<file path="config.mk">
export PLATFORM = sky130hd
export DESIGN_NAME = i2c_apb_regfile
export DESIGN_NICKNAME = d
export VERILOG_FILES = /design/src/rtl/i2c_reg_pkg.sv /design/src/rtl/i2c_irq_ctrl.sv /design/src/rtl/i2c_apb_regfile.sv
export SDC_FILE = /design/constraint.sdc
export NUM_CORES = 1
export LEC_CHECK = 0
export ABC_AREA = 1
export CAP_MARGIN = 25
export CORE_ASPECT_RATIO = 1.5
export CORE_MARGIN = 5
export CORE_UTILIZATION = 40
export DETAILED_ROUTE_END_ITERATION = 12
export PLACE_DENSITY = 0.71
export SKIP_CTS_REPAIR_TIMING = 1
export SLEW_MARGIN = 40
export SYNTH_ARGS = -nofsm -noshare
export SYNTH_HDL_FRONTEND = slang
export SYNTH_SLANG_ARGS = --single-unit
</file>
<file path="constraint.sdc">
create_clock -name pclk_i -period 2.4 [get_ports pclk_i]
set_clock_uncertainty 0.1 [all_clocks]
set_input_delay 0.36 -clock pclk_i [delete_from_list [all_inputs] [get_ports pclk_i]]
set_output_delay 0.36 -clock pclk_i [all_outputs]
set_load 0.05 [all_outputs]
</file>
<file path="src/rtl/i2c_reg_pkg.sv">
// Shared constants for the I2C controller APB register file:
// register indices, command-enable bit position and APB FSM encoding.
package i2c_reg_pkg;

    localparam int unsigned IDX_PRESCALER  = 0;
    localparam int unsigned IDX_CMD        = 1;
    localparam int unsigned IDX_TRANSMIT   = 2;
    localparam int unsigned IDX_RECEIVE    = 3;
    localparam int unsigned IDX_ADDRESS_RW = 4;
    localparam int unsigned IDX_STATUS     = 5;
    localparam int unsigned IDX_IRQ_EN     = 6;
    localparam int unsigned IDX_IRQ_STAT   = 7;
    localparam int unsigned IDX_LAST       = 7;

    localparam int unsigned CMD_EN_BIT = 6;

    typedef enum logic [1:0] {
        ST_IDLE   = 2'd0,
        ST_ACCESS = 2'd1,
        ST_RESP   = 2'd2
    } apb_state_e;

endpackage

</file>
<file path="src/rtl/i2c_irq_ctrl.sv">
// Interrupt enable / sticky status registers and the registered request line.
// A new event always wins over a simultaneous write-one-to-clear.
module i2c_irq_ctrl #(
    parameter int NUM_IRQ = 4
) (
    input  logic               pclk_i,
    input  logic               preset_i,
    input  logic [NUM_IRQ-1:0] events,
    input  logic               en_we,
    input  logic [NUM_IRQ-1:0] en_wdata,
    input  logic               clr_we,
    input  logic [NUM_IRQ-1:0] clr_mask,
    output logic [NUM_IRQ-1:0] irq_en,
    output logic [NUM_IRQ-1:0] irq_stat,
    output logic               irq
);

    logic [NUM_IRQ-1:0] clr_bits;

    assign clr_bits = clr_we ? clr_mask : '0;

    always_ff @(posedge pclk_i or posedge preset_i) begin
        if (preset_i) begin
            irq_en   <= '0;
            irq_stat <= '0;
            irq      <= 1'b0;
        end else begin
            if (en_we) begin
                irq_en <= en_wdata;
            end
            irq_stat <= (irq_stat & ~clr_bits) | events;
            irq      <= |(irq_stat & irq_en);
        end
    end

endmodule

</file>
<file path="src/rtl/i2c_apb_regfile.sv">
// APB slave register file for the I2C master core, with configurable wait
// states, FIFO push/pop strobes and stop-condition handling of the enable bit.
//
// state     | meaning
// ST_IDLE   | no transfer; waiting for a setup phase
// ST_ACCESS | access phase, counting wait cycles before pready_o
// ST_RESP   | pready_o high with sampled data/error; commits on psel&penable
module i2c_apb_regfile
    import i2c_reg_pkg::*;
#(
    parameter int DATA_W      = 8,
    parameter int ADDR_W      = 8,
    parameter int WAIT_STATES = 0,
    parameter int NUM_IRQ     = 4,
    parameter int PRESC_RST   = 4,
    parameter int CMD_RST     = 4
) (
    input  logic               pclk_i,
    input  logic               preset_i,
    input  logic               psel_i,
    input  logic               penable_i,
    input  logic               pwrite_i,
    input  logic [ADDR_W-1:0]  paddr_i,
    input  logic [DATA_W-1:0]  pwdata_i,
    output logic [DATA_W-1:0]  prdata_o,
    output logic               pready_o,
    output logic               pslverr_o,
    input  logic               stop_cnt_i,
    input  logic [DATA_W-1:0]  status_i,
    input  logic [DATA_W-1:0]  receive_i,
    input  logic               rx_empty_i,
    input  logic               tx_full_i,
    input  logic [NUM_IRQ-1:0] event_i,
    output logic [DATA_W-1:0]  prescaler_o,
    output logic [DATA_W-1:0]  cmd_o,
    output logic [DATA_W-1:0]  address_rw_o,
    output logic [DATA_W-1:0]  transmit_o,
    output logic               tx_push_o,
    output logic               rx_pop_o,
    output logic               irq_o
);

    localparam logic [1:0] WS_LAST = (WAIT_STATES > 0) ? 2'(WAIT_STATES - 1) : 2'd0;

    apb_state_e         state;
    logic [1:0]         cnt;

    logic               hit_presc, hit_cmd, hit_tx, hit_rx, hit_addr;
    logic               hit_status, hit_irq_en, hit_irq_stat, addr_bad;
    logic               acc_err, commit, wr_ok, rd_ok;
    logic [DATA_W-1:0]  rd_data, sample_rdata, cmd_next;
    logic [NUM_IRQ-1:0] irq_en, irq_stat;

    assign hit_presc    = (paddr_i == ADDR_W'(IDX_PRESCALER));
    assign hit_cmd      = (paddr_i == ADDR_W'(IDX_CMD));
    assign hit_tx       = (paddr_i == ADDR_W'(IDX_TRANSMIT));
    assign hit_rx       = (paddr_i == ADDR_W'(IDX_RECEIVE));
    assign hit_addr     = (paddr_i == ADDR_W'(IDX_ADDRESS_RW));
    assign hit_status   = (paddr_i == ADDR_W'(IDX_STATUS));
    assign hit_irq_en   = (paddr_i == ADDR_W'(IDX_IRQ_EN));
    assign hit_irq_stat = (paddr_i == ADDR_W'(IDX_IRQ_STAT));
    assign addr_bad     = (paddr_i > ADDR_W'(IDX_LAST));

    assign acc_err = addr_bad
                   | (pwrite_i  & (hit_rx | hit_status))
                   | (pwrite_i  & hit_tx & tx_full_i)
                   | (!pwrite_i & hit_rx & rx_empty_i);

    // The error flag latched with pready_o gates the commit, so the decision
    // is taken from the inputs seen when the response was produced.
    assign commit = (state == ST_RESP) & psel_i & penable_i;
    assign wr_ok  = commit & pwrite_i & !pslverr_o;
    assign rd_ok  = commit & !pwrite_i & !pslverr_o;

    always_comb begin
        rd_data = '0;
        if (hit_presc)    rd_data = prescaler_o;
        if (hit_cmd)      rd_data = cmd_o;
        if (hit_tx)       rd_data = transmit_o;
        if (hit_rx)       rd_data = receive_i;
        if (hit_addr)     rd_data = address_rw_o;
        if (hit_status)   rd_data = status_i;
        if (hit_irq_en)   rd_data[NUM_IRQ-1:0] = irq_en;
        if (hit_irq_stat) rd_data[NUM_IRQ-1:0] = irq_stat;
    end

    assign sample_rdata = (pwrite_i || acc_err) ? '0 : rd_data;

    always_comb begin
        cmd_next = cmd_o;
        if (wr_ok && hit_cmd) begin
            cmd_next = pwdata_i;
        end
        if (stop_cnt_i) begin
            cmd_next[CMD_EN_BIT] = 1'b0;
        end
    end

    always_ff @(posedge pclk_i or posedge preset_i) begin
        if (preset_i) begin
            state        <= ST_IDLE;
            cnt          <= '0;
            pready_o     <= 1'b0;
            pslverr_o    <= 1'b0;
            prdata_o     <= '0;
            prescaler_o  <= DATA_W'(PRESC_RST);
            cmd_o        <= DATA_W'(CMD_RST);
            address_rw_o <= '0;
            transmit_o   <= '0;
            tx_push_o    <= 1'b0;
            rx_pop_o     <= 1'b0;
        end else begin
            tx_push_o <= 1'b0;
            rx_pop_o  <= 1'b0;
            cmd_o     <= cmd_next;

            case (state)
                ST_IDLE: begin
                    if (psel_i && !penable_i) begin
                        cnt <= '0;
                        if (WAIT_STATES == 0) begin
                            state     <= ST_RESP;
                            pready_o  <= 1'b1;
                            pslverr_o <= acc_err;
                            prdata_o  <= sample_rdata;
                        end else begin
                            state <= ST_ACCESS;
                        end
                    end
                end
                ST_ACCESS: begin
                    if (!psel_i) begin
                        state <= ST_IDLE;
                    end else if (cnt == WS_LAST) begin
                        state     <= ST_RESP;
                        pready_o  <= 1'b1;
                        pslverr_o <= acc_err;
                        prdata_o  <= sample_rdata;
                    end else begin
                        cnt <= cnt + 2'd1;
                    end
                end
                ST_RESP: begin
                    if (!psel_i || penable_i) begin
                        state     <= ST_IDLE;
                        pready_o  <= 1'b0;
                        pslverr_o <= 1'b0;
                    end
                end
                default: begin
                    state <= ST_IDLE;
                end
            endcase

            if (wr_ok && hit_presc) prescaler_o  <= pwdata_i;
            if (wr_ok && hit_addr)  address_rw_o <= pwdata_i;
            if (wr_ok && hit_tx) begin
                transmit_o <= pwdata_i;
                tx_push_o  <= 1'b1;
            end
            if (rd_ok && hit_rx) begin
                rx_pop_o <= 1'b1;
            end
        end
    end

    i2c_irq_ctrl #(
        .NUM_IRQ (NUM_IRQ)
    ) u_irq (
        .pclk_i   (pclk_i),
        .preset_i (preset_i),
        .events   (event_i),
        .en_we    (wr_ok & hit_irq_en),
        .en_wdata (pwdata_i[NUM_IRQ-1:0]),
        .clr_we   (wr_ok & hit_irq_stat),
        .clr_mask (pwdata_i[NUM_IRQ-1:0]),
        .irq_en   (irq_en),
        .irq_stat (irq_stat),
        .irq      (irq_o)
    );

endmodule

</file>
# Word level (Yosys, flattened, before mapping)
# Cells that the tools add are included.
# totals
reg_bits	57
elab_cells	112
input_bits	44
# op_classes
n_eq_ne	15
magnitude_cmp	1
reduce_logical	23
n_mux	36
addsub	1
n_bitwise	21
# op_table
operator	count
8-bit 2-to-1 mux	10
8-bit by 3-bit equality test with 1-bit output, second input constant	4
8-bit by 2-bit equality test with 1-bit output, second input constant	2
8-bit case mux with 2 select lines	1
2-bit 2-to-1 mux	7
1-bit AND	13
4-bit 2-to-1 mux	3
1-bit 2-to-1 mux	10
4-bit AND	2
8-bit by 1-bit equality test with 1-bit output, second input constant	1
8-bit by 3-bit > comparator with 1-bit output, second input constant	1
8-bit zero test	1
2-bit != test, second input constant	4
4-bit AND reduction	2
7-bit 2-to-1 mux	1
1-bit logical AND	6
1-bit case mux with 3 select lines	2
2-bit case mux with 3 select lines	1
5-bit AND reduction	1
1-bit zero test	4
2-bit zero test	2
4-bit NOT	1
1-bit OR	4
4-bit OR	1
other kinds (11)	13

# Longest topological paths before layout
# logic_depth
word_depth	13
mapped_depth	11
depth_no_buf	11

# By module
# From an unflattened synthesis, not the netlist that was laid out.
# unflattened
hier_cells	346
area_unflattened_um2	2711.4
# modules_own_cells
module	n_inst	area_each_um2	cells_each
i2c_apb_regfile	1	2338.5	299
i2c_irq_ctrl	1	372.9	47

# Worst setup path after synthesis
# Ideal clock, no wire load.
# synth_path
path_type	flip-flop to flip-flop
start	register, netlist name pready_o
end	register transmit_o[0]
path_stages_with_launch	11
setup_time_ps	121
arrival_time_ps	1564
required_time_ps	2179
slack_ps	615
period_less_slack_ps	1785
path_buffers	1
cell_sequence	dfrtp_1 > inv_2 > nor2_2 > nand3_2 > nor2_4 > inv_2 > nor2_4 > inv_2 > buf_6 > nand2_2 > o21ai_2
# synth_rtl
item	line_no	rtl
end signal: assignment	i2c_apb_regfile.sv:158	transmit_o <= pwdata_i;
end: declaration	i2c_apb_regfile.sv:37	output logic [DATA_W-1:0] transmit_o,

# Final worst setup path
# layout_path
start	register cmd_o[2]
end	output port cmd_o[2]
# layout_rtl
item	line_no	rtl
start: declaration	i2c_apb_regfile.sv:35	output logic [DATA_W-1:0] cmd_o,
start signal: assignment	i2c_apb_regfile.sv:107	cmd_o <= DATA_W'(CMD_RST);
start signal: assignment	i2c_apb_regfile.sv:115	cmd_o <= cmd_next;
# No word-level cell between the ends.

==> results.tsv <==
stage	metric	value	unit
status	status	completed	
worst_setup_path	CP endpoint kind	primary output	
yosys	post-synthesis xor/xnor area fraction	0.00321	
worst_setup_path	Crit path max-delay family	buffers and inverters	
worst_setup_path	top fanout value on the critical path	3	
yosys	Ys Warns	0	
timing	Total Neg Setup Slack	0	ns
timing	Setup-failing EPs final	0	
yosys	mux cell area share after synthesis	0	
worst_setup_path	Setup Crit Path Kind	register to primary output	
yosys	Synth Area in Adders	0.00459	
yosys	syn avg cell area	8.22	um2
final_layout	most frequent cells in the layout	nand2_1, clkdlybuf4s50_1, dfrtp_1	
global_routing	largest net degree at the start of global routing	54	
route	initial drt markers	128	
timing	RSZ-0062 raised after global routing	false	
clock_network	Clock transition at path regs	0.10	ns
clock_network	CTS Buf Count	5	
die	IO Pins	89	
placement	HPWL Detailed	5.97	mm
run	MaxCap Viol Count	0	
die	Die H	111	um
global_routing	initial antenna violation count	0	
final_layout	final instance area	3790	um2
global_routing	Tot GR Track Use	0.177	
pwr	Leakage Power	1.78	nW
worst_setup_path	crit path launch type	register	
timing	relative slew slack	0.635	
yosys	Seq cells post-synth	53	
yosys	ranking of synthesized cells by area	dfrtp_1, nand2_1, o21ai_1	
route	drt pass-1 iters	4	
clock_network	CTS sink count	53	
worst_setup_path	worst path buffer plus inverter count	1	
timing	fin crit period	2.14	ns
route	Routed Antenna Nets	0	
timing	fin crit share	0.892	
yosys	simple-gate portion of the synthesized area	0.322	
yosys	register area share after synthesis	0.487	
worst_setup_path	max incr delay on CP	0.81	ns
clock_network	number of H-tree levels	2	
pwr	Worst VDD drop	368	uV
placement	IO Port Bufs	88	
final_layout	Antenna diodes	0	
worst_setup_path	worst path required time	1.94	ns
clock_network	Skew-Pair Late Insertion Delay	0.30	ns
route	total detailed-routing wirelength	7.49	mm
global_routing	first-pass GRT wire length	12.4	mm
route	Via density	4.99	
global_routing	vias in the first global route	2547	
final_layout	most common cell after layout, fill and taps aside	nand2_1	
min_path	Hold Crit Class	primary input to asynchronous set/reset pin	
global_routing	Overflow after GRT	0	
timing	Final Hold Viols	0	
final_layout	proportion of layout cells with a drive suffix above 1	0.131	
clock_network	CTS Buffer Depth	2	
yosys	Compound-Gate Fraction of Synth Area	0.128	
die	Rows	37	
timing	Fmax	0.467	GHz
route	via count	2515	
die	Die Span X	77.4	um
pwr	pwr dens	477	nW/um2
route	DR WL/cell	14.9	um
clock_network	CTS tree	yes	
yosys	Post-Syn Area	2730	um2
die	CORE AREA	6760	um2
die	initial core utilization	0.404	
yosys	Cells after Synth	332	
final_layout	Layout area overhead	38.9	%
worst_setup_path	worst-path cell with the longest stage delay	clkdlybuf4s50_1	
final_layout	final net count	470	
placement	DP Area	3700	um2
yosys	top cell type by total area after synthesis	dfrtp_1	
timing	pin slew with the least headroom to its limit	0.546	ns
yosys	syn_nets	377	
route	DRC	0	
yosys	Synth cell types	28	
die	DIE AREA	8600	um2
timing	Slew Limit Fails	0	
clock_network	Root Buffer	clkbuf_8	
yosys	Synth top area share	0.468	
worst_setup_path	crit-path cells	clkdlybuf4s50_1	
placement	GPL Wtd Cong	0.850	
worst_setup_path	Worst EP arrival	1.68	ns
yosys	main combinational cell family by area after synthesis	simple AND/OR/NAND/NOR gates	
[flip-flops by register name, indices dropped and copies added (netlist names)]
signal	flops
rx_pop_o	1
u_irq.irq_en	4
pready_o	1
pslverr_o	1
u_irq.irq	1
prescaler_o	8
u_irq.irq_stat	4
cmd_o	8
prdata_o	8
address_rw_o	8
tx_push_o	1
transmit_o	8
[area by class of cell]
type / instances / area [um2]
clock buffers: 5 / 68.8
clock inverters: 3 / 17.5
fillers: 632 / 2970
inverters: 29 / 114
multi-input cells: 245 / 1250
flip-flops and latches: 53 / 1330
well taps: 78 / 97.6
repair buffers: 91 / 916
[stage by stage]
| step | worst slack, ns | cells | utilization | hold slack (ns) | total power [mW] |
|---|---|---|---|---|---|
| finish | 0.260 | 504 | 0.561 | 0.302 | 1.81 |
| global route | 0.223 | 504 | 0.561 | 0.327 | 1.88 |
| CTS | 0.256 | 504 | 0.561 | 0.322 | 1.82 |
| detailed placement | 0.243 | 496 | 0.548 | 0.366 | 1.34 |
| global placement | 0.263 | 496 | 0.548 | 0.362 | 1.33 |
| floorplan | 0.615 | 332 | - | 0.333 | 1.17 |
[worst paths after layout]
kind / from / to / slack (ns) / depth (start not counted)
worst min-delay path: preset_i / u_irq.irq / 0.30 / 3
min in group pclk_i: prdata_o[1] / prdata_o[1] / 0.38 / 2
worst max register to register: pready_o / transmit_o[4] / 0.76 / 9
max in group asynchronous: preset_i / prescaler_o[2] / 1.59 / 3
worst min register to register: prdata_o[1] / prdata_o[1] / 0.38 / 2
worst max-delay path: cmd_o[2] / cmd_o[2] / 0.26 / 1
[per-layer routing]
layer,vias up,global-route usage,wire length (um)
met3,16,0.0285,353
met1,1164,0.215,3040
met2,71,0.309,3890
met5,-,0,0
li1,1264,-,-
met4,0,0.0654,213
[logic make-up after synthesis]
kind of cell,after synthesis
fa+ha+maj,1
buf+inv,34
compound gates,59
xor+xnor,1
flops,53
simple gates,184
[report_power, final]
part	switching (mW)	internal, mW	leakage [nW]
sequential	0.0286	0.918	0.708
clock	0.293	0.202	0.0439
combinational	0.215	0.152	1.03
total	0.537	1.27	1.78
[tightest hold or removal path: cells and delay by family]
kind	cells	cell delay, ns
buf+inv	3	0.73
[cell usage after synthesis]
cell type and count:
nand4_1 3, dfrtp_1 51, nand3_4 1, inv_2 6
a21oi_1 12, inv_4 2, nor2_1 26, nand2_4 1
nand3_2 1, o21ai_1 25, nand4_4 1, nor2_2 3
dfstp_2 2, buf_2 3, ha_1 1, nor3_1 2
o22ai_1 2, nor2_4 9, or2_0 1, inv_1 21
nand2_2 10, o21ai_0 4, xnor2_1 1, o21ai_2 8
buf_6 2, o21bai_1 8, nand2_1 102, nand3_1 24
No activity file was read; power rests on OpenSTA's default activity.
